### src/rtl/mem_arb_pkg.sv
// Shared types and constants for the unified memory port arbiter.
package mem_arb_pkg;

  typedef enum logic {
    IDLE = 1'b0,
    BUSY = 1'b1
  } state_t;

  typedef enum logic {
    REQ_IF = 1'b0,
    REQ_LS = 1'b1
  } req_t;

  localparam int MEM_LAT_MAX = 15;
  localparam int CNT_W       = 4;

endpackage

### src/rtl/mem_arb_lat_cnt.sv
// Memory latency counter: load on grant, decrement while busy, flag the last busy cycle.
module mem_arb_lat_cnt
  import mem_arb_pkg::*;
(
  input  logic             clk,
  input  logic             reset_n,
  input  logic             i_load,
  input  logic [CNT_W-1:0] i_load_val,
  input  logic             i_dec,
  output logic             o_tc
);

  logic [CNT_W-1:0] r_cnt;

  always_ff @(posedge clk) begin
    if (!reset_n) begin
      r_cnt <= '0;
    end else if (i_load) begin
      r_cnt <= i_load_val;
    end else if (i_dec && (r_cnt != '0)) begin
      r_cnt <= r_cnt - CNT_W'(1);
    end
  end

  assign o_tc = (r_cnt == CNT_W'(1));

endmodule

### src/rtl/mux_2x1.sv
// Generic two-input word multiplexer.
module mux_2x1 #(
  parameter int W = 32
) (
  input  logic [W-1:0] i_a,
  input  logic [W-1:0] i_b,
  input  logic         i_sel,
  output logic [W-1:0] o_y
);

  assign o_y = i_sel ? i_b : i_a;

endmodule

### src/rtl/mem_port_arbiter.sv
// Arbitrates the single memory port between fetch (IF) and load/store (LS).
// Define MEM_ARB_RR_EN for round-robin tie breaking; default is fixed LS priority.
module mem_port_arbiter
  import mem_arb_pkg::*;
#(
  parameter int DATA_W  = 32,
  parameter int ADDR_W  = 32,
  parameter int MEM_LAT = 2
) (
  input  logic              clk,
  input  logic              reset_n,
  input  logic              if_req,
  input  logic [ADDR_W-1:0] if_addr,
  output logic              if_gnt,
  output logic              if_rvalid,
  output logic [DATA_W-1:0] if_rdata,
  input  logic              ls_req,
  input  logic              ls_we,
  input  logic [ADDR_W-1:0] ls_addr,
  input  logic [DATA_W-1:0] ls_wdata,
  output logic              ls_gnt,
  output logic              ls_rvalid,
  output logic [DATA_W-1:0] ls_rdata,
  output logic              mem_sel,
  output logic              mem_en,
  output logic              mem_we,
  output logic [ADDR_W-1:0] mem_addr,
  output logic [DATA_W-1:0] mem_wdata,
  input  logic [DATA_W-1:0] mem_rdata
);

  // The counter holds the remaining BUSY cycles, so it is loaded one short of the latency.
  localparam logic [CNT_W-1:0] LP_LOAD   = CNT_W'(MEM_LAT - 1);
  localparam bit               LP_SINGLE = (MEM_LAT == 1);

  state_t            r_state;
  state_t            w_next_state;
  logic              r_sel;
  logic              r_if_rvalid;
  logic              r_ls_rvalid;
  logic [ADDR_W-1:0] r_addr;
  logic [DATA_W-1:0] r_wdata;

  logic              w_grant;
  logic              w_win;
  logic              w_cnt_tc;
  logic              w_done;
  logic [ADDR_W-1:0] w_mux_addr;
  logic [DATA_W-1:0] w_mux_wdata;

  assign w_grant = reset_n && (r_state == IDLE) && (if_req || ls_req);

`ifdef MEM_ARB_RR_EN
  logic r_last_gnt;

  always_comb begin
    w_win = ls_req;
    if (if_req && ls_req) begin
      w_win = ~r_last_gnt;
    end
  end

  always_ff @(posedge clk) begin
    if (!reset_n) begin
      r_last_gnt <= 1'b0;
    end else if (w_grant) begin
      r_last_gnt <= w_win;
    end
  end
`else
  assign w_win = ls_req;
`endif

  mem_arb_lat_cnt u_lat_cnt (
    .clk        (clk),
    .reset_n    (reset_n),
    .i_load     (w_grant),
    .i_load_val (LP_LOAD),
    .i_dec      (r_state == BUSY),
    .o_tc       (w_cnt_tc)
  );

  // With single-cycle latency the access completes straight from IDLE, never entering BUSY.
  assign w_done = LP_SINGLE ? w_grant : ((r_state == BUSY) && w_cnt_tc);

  always_ff @(posedge clk) begin
    if (!reset_n) begin
      r_state <= IDLE;
    end else begin
      r_state <= w_next_state;
    end
  end

  always_comb begin
    w_next_state = r_state;
    case (r_state)
      IDLE: if (w_grant && !LP_SINGLE) w_next_state = BUSY;
      BUSY: if (w_cnt_tc)              w_next_state = IDLE;
      default:                         w_next_state = IDLE;
    endcase
  end

  always_comb begin
    if_gnt  = w_grant && (w_win == REQ_IF);
    ls_gnt  = w_grant && (w_win == REQ_LS);
    mem_en  = w_grant;
    mem_we  = w_grant && (w_win == REQ_LS) && ls_we;
    mem_sel = w_grant ? w_win : r_sel;
  end

  always_ff @(posedge clk) begin
    if (!reset_n) begin
      r_sel       <= 1'b0;
      r_if_rvalid <= 1'b0;
      r_ls_rvalid <= 1'b0;
    end else begin
      if (w_grant) r_sel <= w_win;
      r_if_rvalid <= w_done && (mem_sel == REQ_IF);
      r_ls_rvalid <= w_done && (mem_sel == REQ_LS);
    end
  end

  mux_2x1 #(.W(ADDR_W)) u_addr_mux (
    .i_a   (if_addr),
    .i_b   (ls_addr),
    .i_sel (mem_sel),
    .o_y   (w_mux_addr)
  );

  mux_2x1 #(.W(DATA_W)) u_wdata_mux (
    .i_a   ('0),
    .i_b   (ls_wdata),
    .i_sel (mem_sel),
    .o_y   (w_mux_wdata)
  );

  always_ff @(posedge clk) begin
    if (w_grant) begin
      r_addr  <= w_mux_addr;
      r_wdata <= w_mux_wdata;
    end
  end

  assign mem_addr  = (r_state == BUSY) ? r_addr  : w_mux_addr;
  assign mem_wdata = (r_state == BUSY) ? r_wdata : w_mux_wdata;

  assign if_rvalid = r_if_rvalid;
  assign ls_rvalid = r_ls_rvalid;
  assign if_rdata  = mem_rdata;
  assign ls_rdata  = mem_rdata;

endmodule

### config.mk
export PLATFORM = sky130hd
export DESIGN_NAME = mem_port_arbiter
export DESIGN_NICKNAME = d
export VERILOG_FILES = /design/src/rtl/mem_arb_pkg.sv /design/src/rtl/mem_arb_lat_cnt.sv /design/src/rtl/mux_2x1.sv /design/src/rtl/mem_port_arbiter.sv
export SDC_FILE = /design/constraint.sdc
export NUM_CORES = 1
export LEC_CHECK = 0
export ABC_AREA = 1
export BUFFER_PORTS_ARGS = -buffer_cell sky130_fd_sc_hd__buf_2
export CAP_MARGIN = 25
export CORE_UTILIZATION = 35
export DETAILED_ROUTE_END_ITERATION = 8
export PLACE_DENSITY = 0.68
export SETUP_SLACK_MARGIN = 0.05
export SLEW_MARGIN = 25
export SYNTH_ARGS = -nofsm -noshare
export SYNTH_HDL_FRONTEND = slang
export SYNTH_HIERARCHICAL = 1
export SYNTH_SLANG_ARGS = --single-unit
### constraint.sdc
create_clock -name clk -period 3.75 [get_ports clk]
set_input_delay 0.75 -clock clk [delete_from_list [all_inputs] [get_ports clk]]
set_output_delay 0.75 -clock clk [all_outputs]
set_load 0.02 [all_outputs]
# Yosys cells after proc, flatten, opt, wreduce, memory -nomap -nowiden
# Index checks and enable logic that the tools add are counted.
dict set report op_classes {
  reduce_logical 13
  n_lt_le_gt_ge 0
  n_addsub 1
  div_mod_pow 0
  mux 10
  n_eq_ne 1
  shift 0
  mul 0
  n_bitwise 4
}
# cell n
set op_table {}
lappend op_table {{32-bit 2-to-1 mux} 4}
lappend op_table {{1-bit logical AND} 9}
lappend op_table {{1-bit 2-to-1 mux} 5}
lappend op_table {{4-bit by 1-bit == test with 1-bit output (second input constant)} 1}
lappend op_table {{1-bit inverter} 4}
lappend op_table {{4-bit nonzero test} 1}
lappend op_table {{4-bit by 1-bit subtractor with 4-bit output (second input constant)} 1}
lappend op_table {{1-bit case mux with 2 select lines} 1}
lappend op_table {{2-bit nonzero test} 1}
lappend op_table {{2-bit OR reduction} 1}
lappend op_table {{1-bit logical OR} 1}
dict set report totals {
  ram_bits 0
  in_bits 133
  romBits 0
  reg_bits 72
  output_inout_bits 135
  n_memories 0
  latchBits 0
}

# Logic depth before layout (Yosys ltp)
# Gate-level depths: netlist of the first run.
dict set report depth {
  ltp_word 6
  ltp_mapped 12
  mapped_depth_nobuf 10
}

# By module
# The synthesis of the first run kept the hierarchy.
# module area_per_inst_um2 n_inst cells_per_inst
set modules_own_cells {}
lappend modules_own_cells {mem_port_arbiter 3400.8 1 360}
lappend modules_own_cells {mux_2x1 491.7 2 104}
lappend modules_own_cells {mem_arb_lat_cnt 296.5 1 41}

# Worst setup path before layout of the first run
# Ideal clock, no wire load.
dict set report synth_timing {
  path_kind {input-to-output}
  from {input reset_n}
  to {output mem_en}
  arrival_ps 2415
  cell_stages 4
  slack_ps 585
  path_cell_list {inv_1 nor2_2 nand2_1 inv_1}
}
dict set report synth_between {
  elab_chain_len 2
}
# element line
set synth_rtl {}
lappend synth_rtl {{start: declaration} mem_port_arbiter.sv:11} ;# input logic reset_n,
lappend synth_rtl {{1-bit logical AND (2 in a row)} mem_port_arbiter.sv:51} ;# assign w_grant = reset_n && (r_state == IDLE) && (if_req || ls_req);
lappend synth_rtl {{end: declaration} mem_port_arbiter.sv:25} ;# output logic mem_en,
# No other way between the ends.

# Final worst setup path of the first run
dict set report layout_timing {
  from {input reset_n}
  to {output mem_wdata[14]}
}
dict set report layout_between {
  elab_chain_len 5
}
# element line
set layout_rtl {}
lappend layout_rtl {{1-bit logical AND (2 in a row)} mem_port_arbiter.sv:51}
lappend layout_rtl {{1-bit 2-to-1 mux} -}
lappend layout_rtl {{32-bit 2-to-1 mux} mux_2x1.sv:11} ;# assign o_y = i_sel ? i_b : i_a;
lappend layout_rtl {{net w_mux_wdata[14]} mem_port_arbiter.sv:49} ;# logic [DATA_W-1:0] w_mux_wdata;
lappend layout_rtl {{32-bit 2-to-1 mux} mem_port_arbiter.sv:145} ;# assign mem_wdata = (r_state == BUSY) ? r_wdata : w_mux_wdata;
lappend layout_rtl {{end: declaration} mem_port_arbiter.sv:28} ;# output logic [DATA_W-1:0] mem_wdata,
# The timed path passes the listed nets, and every way through them passes these cells.

==> results.py, run 1 <==
metrics = {
    "outcome": {
        "status": "complete, no violations",
    },
    "worst_setup_path": {
        "cp_cell_sequence": "buf_2 > inv_1 > nor2_2 > nand2_1 > nand2_1 > nand2_2 > buf_4 > nand2_1 > nand2_1 > nand2_1 > nand2_1 > buf_2",
        "worstPathArrival_ns": 2.51,
        "crit_top_cell": "nand2_1",
        "slowest_delay_ns": 0.36,
        "timing.critical_path.slowest_stage_cell": "buf_4",
        "setup.worst_path.end_class": "output port",
        "cp-startpoint": "reset_n",
        "required_ns": 3.00,
        "reg2reg_from": "r_state",
        "crit_path_start_kind": "primary input",
        "crit_type": "primary input to output port",
        "path_max_fanout": 21,
    },
    "route": {
        "drt-total-wl_um": 11100,
        "dr.pass1.iters": 4,
        "drc": 0,
        "via_per_inst": 4.27,
        "vias": 3909,
        "routedWlPerCell_um": 12.1,
        "first_iter_violations": 143,
        "ant_nets": 0,
    },
    "clock_network": {
        "cts_sinks": 72,
        "tritoncts": "yes",
        "cts.clk_slew.worst_paths_ns": 0.05,
        "cts-root-buf": "clkbuf_16",
        "postCtsHoldBufs": 0,
        "clockBufferDepth": 2,
        "clock_latency_ns": 0.34,
        "post_cts_buffers": 0,
        "cts_resized": 0,
        "htree_levels": 3,
        "numCtsBuffers": 9,
    },
    "timing": {
        "slew_viol_final": 0,
        "grt_setup_unrepaired": "no",
        "finalCriticalPeriod_ns": 3.26,
        "setup_tns_ns": 0,
        "relSlewSlack_pct": 51.0,
        "setup_violations": 0,
        "timing.fmax_mhz": 307,
        "worst_pin_slew_ns": 0.736,
        "period_share_pct": 86.9,
        "worst_hold_slack_ns": 0.523,
        "skew_ns": 0.00522,
        "hold_viol": 0,
    },
    "logic_synthesis": {
        "ys_ff_latch": 72,
        "synth_area_um2": 4680,
        "syn_inst": 609,
        "synth_flop_cell": "edfxtp_1",
        "synth_edf_count": 64,
        "async_flop_share_pct": 0,
        "yosysSeqAreaShare_pct": 44.5,
        "syn_area_per_cell_um2": 7.69,
        "synth_cell_types": 28,
        "yosys_warnings": 6,
    },
    "floorplanning": {
        "num_rows": 41,
        "die_w_um": 118,
        "start_util_pct": 36.5,
        "dieArea_um2": 13800,
        "core-area_um2": 12800,
        "io_pins": 268,
        "die_height_um": 118,
    },
    "placement": {
        "dp_hpwl_um": 7650,
        "numPortBuffers": 171,
        "gp_routability_congestion": 0.786,
    },
    "final_layout": {
        "multi_input_area_um2": 1880,
        "nets": 874,
        "seq_area_um2": 2080,
        "finalCoreUtilization_pct": 42.5,
        "antennaDiodeCount": 0,
        "nFillCells": 1361,
        "drive_gt1_share_pct": 30.0,
        "area_delta_synth_final_pct": 16.4,
        "layout_commonest_cell": "nand2_1",
        "layout_common_cells": "375 x nand2_1, 171 x buf_2, 64 x edfxtp_1",
    },
    "worst_hold_path": {
        "hold_path.class": "flip-flop to flip-flop",
        "hp-start": "u_lat_cnt/r_cnt[3]",
    },
    "flow_run": {
        "drv_cap": 0,
    },
    "global_routing": {
        "grt_use_total_pct": 16.3,
        "grt_pass1_wl_um": 17900,
        "grt-ovfl-total": 0,
        "antenna_found_initial": 0,
        "grt_max_degree": 68,
        "grt_pass1_vias": 3694,
    },
    "pwr": {
        "leakagePower_nw": 2.95,
        "power_density_nw_per_um2": 571,
        "irDropWorstVdd_v": 0.000199,
    },
}
## report_power, final
| part | internal (mW) | switching [mW] |
|---|---|---|
| Sequential | 1.02 | 0.0376 |
| Clock | 0.485 | 0.306 |
| Combinational | 0.394 | 0.874 |
| Total | 1.90 | 1.22 |
## cells in the mapped netlist, types with 3 or more instances
library cell  instances  area [um2]
a21oi_1               3        15.0
buf_2                 6        30.0
buf_4                66         495
buf_6                11         124
clkbuf_8              6        82.6
dfxtp_1               8         160
edfxtp_1             64        1920
inv_1                11        41.3
inv_2                 3        11.3
nand2_1             376        1410
nand2_2              20         125
nand3_1               4        20.0
nor2_1                7        26.3
## logic make-up after synthesis
logic type / share of synthesized area, %
XOR/XNOR: 0.374
other: 0.160
flip-flops: 44.5
buffers and inverters: 18.2
AND/OR/NAND/NOR: 35.3
AO/OA/AOI/OAI: 0.989
adder cells (fa/ha/maj): 0.535
## stage by stage
stage	cells	cell area (um2)	setup slack (ns)	power, mW
finish	916	5450	0.493	3.11
global route	916	5450	0.325	3.33
CTS	916	5450	0.476	3.17
detailed placement	900	5180	0.491	2.35
global placement	900	5180	0.588	2.34
floorplan	643	4810	0.585	2.12
## path summary, 6_finish.rpt
kind                              to  slack (ns)  cells past startpoint
hold reg to reg   u_lat_cnt/r_cnt[3]        0.52                      2
setup reg to reg         r_wdata[14]        2.02                      7
hold / removal    u_lat_cnt/r_cnt[3]        0.52                      2
setup / recovery       mem_wdata[14]        0.49                     12
## state kept, by name, indices dropped and copies added, names as in the netlist
| name | count |
|---|---|
| if_rvalid | 1 |
| ls_rvalid | 1 |
| r_addr | 32 |
| r_sel | 1 |
| r_state | 1 |
| r_wdata | 32 |
| u_lat_cnt/r_cnt | 4 |
## worst max-delay path: cells and delay by family
family	cells	cell delay, ns
buffers and inverters	4	0.76
AND/OR/NAND/NOR	8	0.97
## cell type report
| type | count | share of cell area [%] |
|---|---|---|
| repair buffers | 177 | 17.0 |
| multi-input cells | 463 | 34.5 |
| clock buffers | 16 | 4.98 |
| well taps | 172 | 3.95 |
| flip-flops and latches | 72 | 38.2 |
| inverters | 16 | 1.38 |
## layer usage
metal / global-route usage [%] / part of all wire [%]
met5: 0 / 0
met4: 9.29 / 3.3
met3: 4.46 / 5.5
met2: 26.7 / 48
met1: 19.2 / 43
No activity file was read; power rests on OpenSTA's default activity.
==> run 2: changes to the inputs <==
REMOVE_ABC_BUFFERS = 1   (was not set)
==> run 2 against run 1 <==
Clock-buffer cell count shrank 5; non-clock buffer count shrank 2; largest cell class unchanged; combinational power is essentially flat; clock power grew 4.6%; sequential share of layout area is essentially flat; first-iteration DRC count grew 38%; cell count shrank 0.22%; register-to-register slack lost 0.04 ns; sequential cell count is the same; design area is essentially flat; die area is the same.
==> results.py, run 2 (same netlist as run 1, synthesis figures left out) <==
metrics = {
    "outcome": {
        "status": "complete, no violations",
    },
    "pwr": {
        "irDropWorstVdd_v": 0.000396,
        "pwr-share-seq_pct": 33.6,
        "sw_frac_of_total_pct": 39.2,
        "total_power_mw": 3.14,
        "power_density_nw_per_um2": 577,
        "p_clk_share_pct": 26.3,
        "power_frac_comb_pct": 40.1,
        "p_sw_mw": 1.23,
        "leakagePower_nw": 2.95,
        "p_int_mw": 1.91,
    },
    "worst_setup_path": {
        "slowest_delay_ns": 0.36,
        "cp_cell_sequence": "buf_2 > inv_1 > nor2_2 > nand2_1 > nand2_1 > nand2_2 > buf_4 > nand2_1 > nand2_1 > nand2_1 > nand2_1 > buf_2",
        "path_max_fanout": 17,
        "reg2reg_depth": 7,
        "timing.critical_path.slowest_stage_cell": "nand2_2",
        "crit_top_cell": "nand2_1",
        "rrSetupSlack_ns": 1.98,
        "crit_path_start_kind": "primary input",
        "crit_type": "primary input to output port",
        "setup.worst_path.end_class": "output port",
        "required_ns": 3.00,
        "worstPathArrival_ns": 2.53,
    },
    "route": {
        "via_per_inst": 4.35,
        "drc": 0,
        "drt-total-wl_um": 13000,
        "vias": 3979,
        "routedWlPerCell_um": 14.2,
        "first_iter_violations": 197,
        "ant_nets": 0,
        "dr.pass1.iters": 4,
    },
    "final_layout": {
        "drive_gt1_share_pct": 29.9,
        "final_area_um2": 5450,
        "layout_commonest_cell": "nand2_1",
        "layout_common_cells": "375 x nand2_1, 171 x buf_2, 64 x edfxtp_1",
        "nets": 872,
        "area_delta_synth_final_pct": 16.3,
        "reg_top3": "r_addr x32, r_wdata x32, u_lat_cnt/r_cnt x4",
        "antennaDiodeCount": 0,
    },
    "clock_network": {
        "numCtsBuffers": 9,
        "clockBufferDepth": 2,
        "postCtsHoldBufs": 0,
        "htree_levels": 3,
        "cts-root-buf": "clkbuf_16",
        "post_cts_buffers": 0,
        "cts_sinks": 72,
        "tritoncts": "yes",
        "cts.clk_slew.worst_paths_ns": 0.06,
        "clock_latency_ns": 0.33,
        "cts_resized": 0,
    },
    "timing": {
        "worst_hold_slack_ns": 0.513,
        "setup_violations": 0,
        "setup_ws_ns": 0.466,
        "worst_pin_slew_ns": 0.702,
        "relSlewSlack_pct": 53.2,
        "grt_setup_unrepaired": "no",
        "hold_viol": 0,
        "timing.fmax_mhz": 305,
        "period_share_pct": 87.6,
        "slew_viol_final": 0,
        "skew_ns": 0.00621,
        "finalCriticalPeriod_ns": 3.28,
    },
    "floorplanning": {
        "die_height_um": 118,
        "num_rows": 41,
        "dieArea_um2": 13800,
        "core-area_um2": 12800,
        "die_w_um": 118,
        "io_pins": 268,
        "start_util_pct": 36.5,
    },
    "global_routing": {
        "antenna_found_initial": 0,
        "grt_max_degree": 69,
        "grt_use_total_pct": 18.9,
        "grt-ovfl-total": 0,
        "grt_pass1_wl_um": 19900,
        "grt_pass1_vias": 3716,
    },
    "placement": {
        "gp_routability_congestion": 0.801,
        "dpl_cell_area_um2": 5160,
        "dp_hpwl_um": 9080,
        "post-place-ws_ns": 0.435,
        "numPortBuffers": 171,
    },
    "worst_hold_path": {
        "hold_depth": 2,
        "hold_path.class": "flip-flop to flip-flop",
    },
    "flow_run": {
        "drv_cap": 0,
    },
}
-- run 2: path summary, 6_finish.rpt --
path	from	end
setup / recovery	reset_n	mem_wdata[1]
setup reg to reg	r_state	r_wdata[1]
hold reg to reg	u_lat_cnt/r_cnt[3]	u_lat_cnt/r_cnt[3]
hold / removal	u_lat_cnt/r_cnt[3]	u_lat_cnt/r_cnt[3]
-- run 2: routing by layer --
metal	wire length, um	vias up	part of all wire (%)	GRT usage [%]
li1	-	2034	-	-
met1	5660	1719	43	22.2
met2	5340	213	41	26.9
met3	1890	11	14	13.9
met4	103	2	0.79	4.57
met5	30	-	0.23	4.04
-- run 2: power groups by stage --
stage               clock, mW  sequential [mW]  combinational [mW]
floorplan                   0             1.10               0.820
global placement            0             1.07                1.27
detailed placement          0             1.07                1.28
CTS                     0.856             1.06                1.28
global route            0.881             1.07                1.40
finish                  0.827             1.05                1.26
-- run 2: critical path, delay by kind of cell --
kind | cells | cell delay [ns]
buffers and inverters | 4 | 0.74
and+or+nand+nor | 8 | 1.03
-- run 2: cell type report --
cell class / count / area [um2]
flip-flops and latches: 72 / 2080
inverters: 16 / 77.6
multi-input cells: 463 / 1880
clock buffers: 11 / 233
repair buffers: 175 / 911
fillers: 1388 / 7380
well taps: 172 / 215
clock inverters: 5 / 47.5
-- run 2: per-stage QoR --
step           std cells  setup TNS, ns  util (%)
6_report             914              0      42.5
5_1_grt              914              0      42.5
4_1_cts              914              0      42.5
3_5_place_dp         898              0      40.3
3_3_place_gp         898              0      40.3
2_1_floorplan        551         -39.64         -
==> run 3: changes to the inputs <==
CAP_MARGIN = not set   (was 25)
PLACE_DENSITY = 0.71   (was 0.68)
clock period = 2.67 ns   (was 3.75 ns; I/O delays follow)
==> run 3 against run 2 <==
Non-clock buffer count increased by 7; worst setup slack got worse by 0.23 ns; register-to-register slack got worse by 0.77 ns; largest power group unchanged; sequential share of layout area decreased by 0.70 points; critical path type unchanged.
==> results.py, run 3 (same netlist as run 1, synthesis figures left out) <==
metrics = {
    "outcome": {
        "status": "complete, no violations",
    },
    "clock_network": {
        "tritoncts": "yes",
        "postCtsHoldBufs": 0,
        "cts-root-buf": "clkbuf_16",
        "post_cts_buffers": 0,
        "htree_levels": 3,
        "cts_sinks": 72,
        "clockBufferDepth": 2,
        "cts_resized": 0,
        "clock_latency_ns": 0.33,
        "numCtsBuffers": 9,
        "cts.clk_slew.worst_paths_ns": 0.06,
    },
    "final_layout": {
        "nets": 880,
        "layout_commonest_cell": "nand2_1",
        "reg_top3": "r_addr x32, r_wdata x32, u_lat_cnt/r_cnt x4",
        "area_delta_synth_final_pct": 18.5,
        "fin_cells": 922,
        "layout_common_cells": "372 x nand2_1, 171 x buf_2, 64 x edfxtp_1",
        "drive_gt1_share_pct": 31.1,
        "antennaDiodeCount": 0,
    },
    "timing": {
        "hold_viol": 0,
        "setup_violations": 0,
        "slew_viol_final": 0,
        "timing.fmax_mhz": 411,
        "period_share_pct": 91.1,
        "finalCriticalPeriod_ns": 2.43,
        "skew_ns": 0.00294,
        "grt_setup_unrepaired": "no",
    },
    "worst_setup_path": {
        "required_ns": 2.14,
        "path_max_fanout": 14,
        "crit_top_cell": "nand2_1",
        "crit_type": "primary input to output port",
        "worstPathArrival_ns": 1.90,
        "cp_cell_sequence": "buf_2 > inv_1 > nor2_2 > nand2_2 > nand2_2 > nand2_8 > buf_4 > nand2_1 > nand2_1 > nand2_1 > nand2_1 > buf_2",
        "crit_path_start_kind": "primary input",
        "timing.critical_path.slowest_stage_cell": "buf_4",
        "slowest_delay_ns": 0.22,
        "setup.worst_path.end_class": "output port",
    },
    "pwr": {
        "leakagePower_nw": 2.99,
        "total_power_mw": 4.40,
        "irDropWorstVdd_v": 0.000406,
        "power_density_nw_per_um2": 793,
    },
    "floorplanning": {
        "core-area_um2": 12800,
        "dieArea_um2": 13800,
        "die_w_um": 118,
        "num_rows": 41,
        "io_pins": 268,
        "start_util_pct": 36.5,
        "die_height_um": 118,
    },
    "route": {
        "via_per_inst": 4.41,
        "dr.pass1.iters": 5,
        "first_iter_violations": 255,
        "drc": 0,
        "ant_nets": 0,
        "drt-total-wl_um": 14200,
        "vias": 4070,
        "routedWlPerCell_um": 15.4,
    },
    "placement": {
        "dp_hpwl_um": 9630,
        "dp.cells": 902,
        "gp_routability_congestion": 0.748,
        "numPortBuffers": 171,
    },
    "global_routing": {
        "grt-ovfl-total": 0,
        "grt_use_total_pct": 19.2,
        "grt_pass1_wl_um": 20300,
        "antenna_found_initial": 0,
        "grt_max_degree": 54,
        "grt_pass1_vias": 3631,
    },
    "worst_hold_path": {
        "hold_path.class": "primary input to flip-flop",
    },
    "flow_run": {
        "drv_cap": 0,
    },
}
-- run 3: final cells by class --
cell class                 count  area, um2
clock inverter                 4       21.3
clock buffer                  12        236
multi-input combinational    463       1900
timing repair buffer         182       1000
fill                        1369       7280
sequential                    72       2080
inverter                      16       80.1
tap                          172        215
timing repair inverter         1       8.76
-- run 3: final timing paths --
kind                        end  cells past startpoint               start  slack [ns]
max                 mem_addr[0]                     12             reset_n        0.24
min          u_lat_cnt/r_cnt[3]                      3             reset_n        0.47
max reg2reg          r_addr[13]                      7             r_state        1.21
min reg2reg  u_lat_cnt/r_cnt[3]                      2  u_lat_cnt/r_cnt[3]        0.51
-- run 3: stage by stage --
stage / cell area (um2) / setup TNS, ns / hold slack [ns] / utilization (%) / setup WS (ns)
after detailed placement: 5190 / 0 / 0.509 / 40.5 / 0.0757
after global placement: 5190 / 0 / 0.510 / 40.5 / 0.105
final: 5550 / 0 / 0.474 / 43.2 / 0.237
after floorplan: 4030 / -186.26 / 0.467 / - / -1.56
after global routing: 5550 / 0 / 0.465 / 43.2 / 0.0487
after CTS: 5450 / 0 / 0.461 / 42.5 / 0.0531
-- run 3: worst max-delay path, delay by kind of cell --
kind | cells | cell delay, ns
and+or+nand+nor | 8 | 0.75
buffers and inverters | 4 | 0.62
-- run 3: report_power, final --
part | internal (mW) | total [mW] | switching [mW]
logic | 0.587 | 1.86 | 1.27
registers | 1.43 | 1.48 | 0.0531
clock network | 0.623 | 1.06 | 0.438
-- run 3: per-layer routing --
metal  routed length, um  global-route usage (%)  vias to the layer above
met2                5950                    24.9                      223
li1                    -                       -                     2047
met5                 126                    9.19                        -
met1                6120                    24.8                     1779
met4                 127                    4.73                        4
met3                1840                    12.9                       17
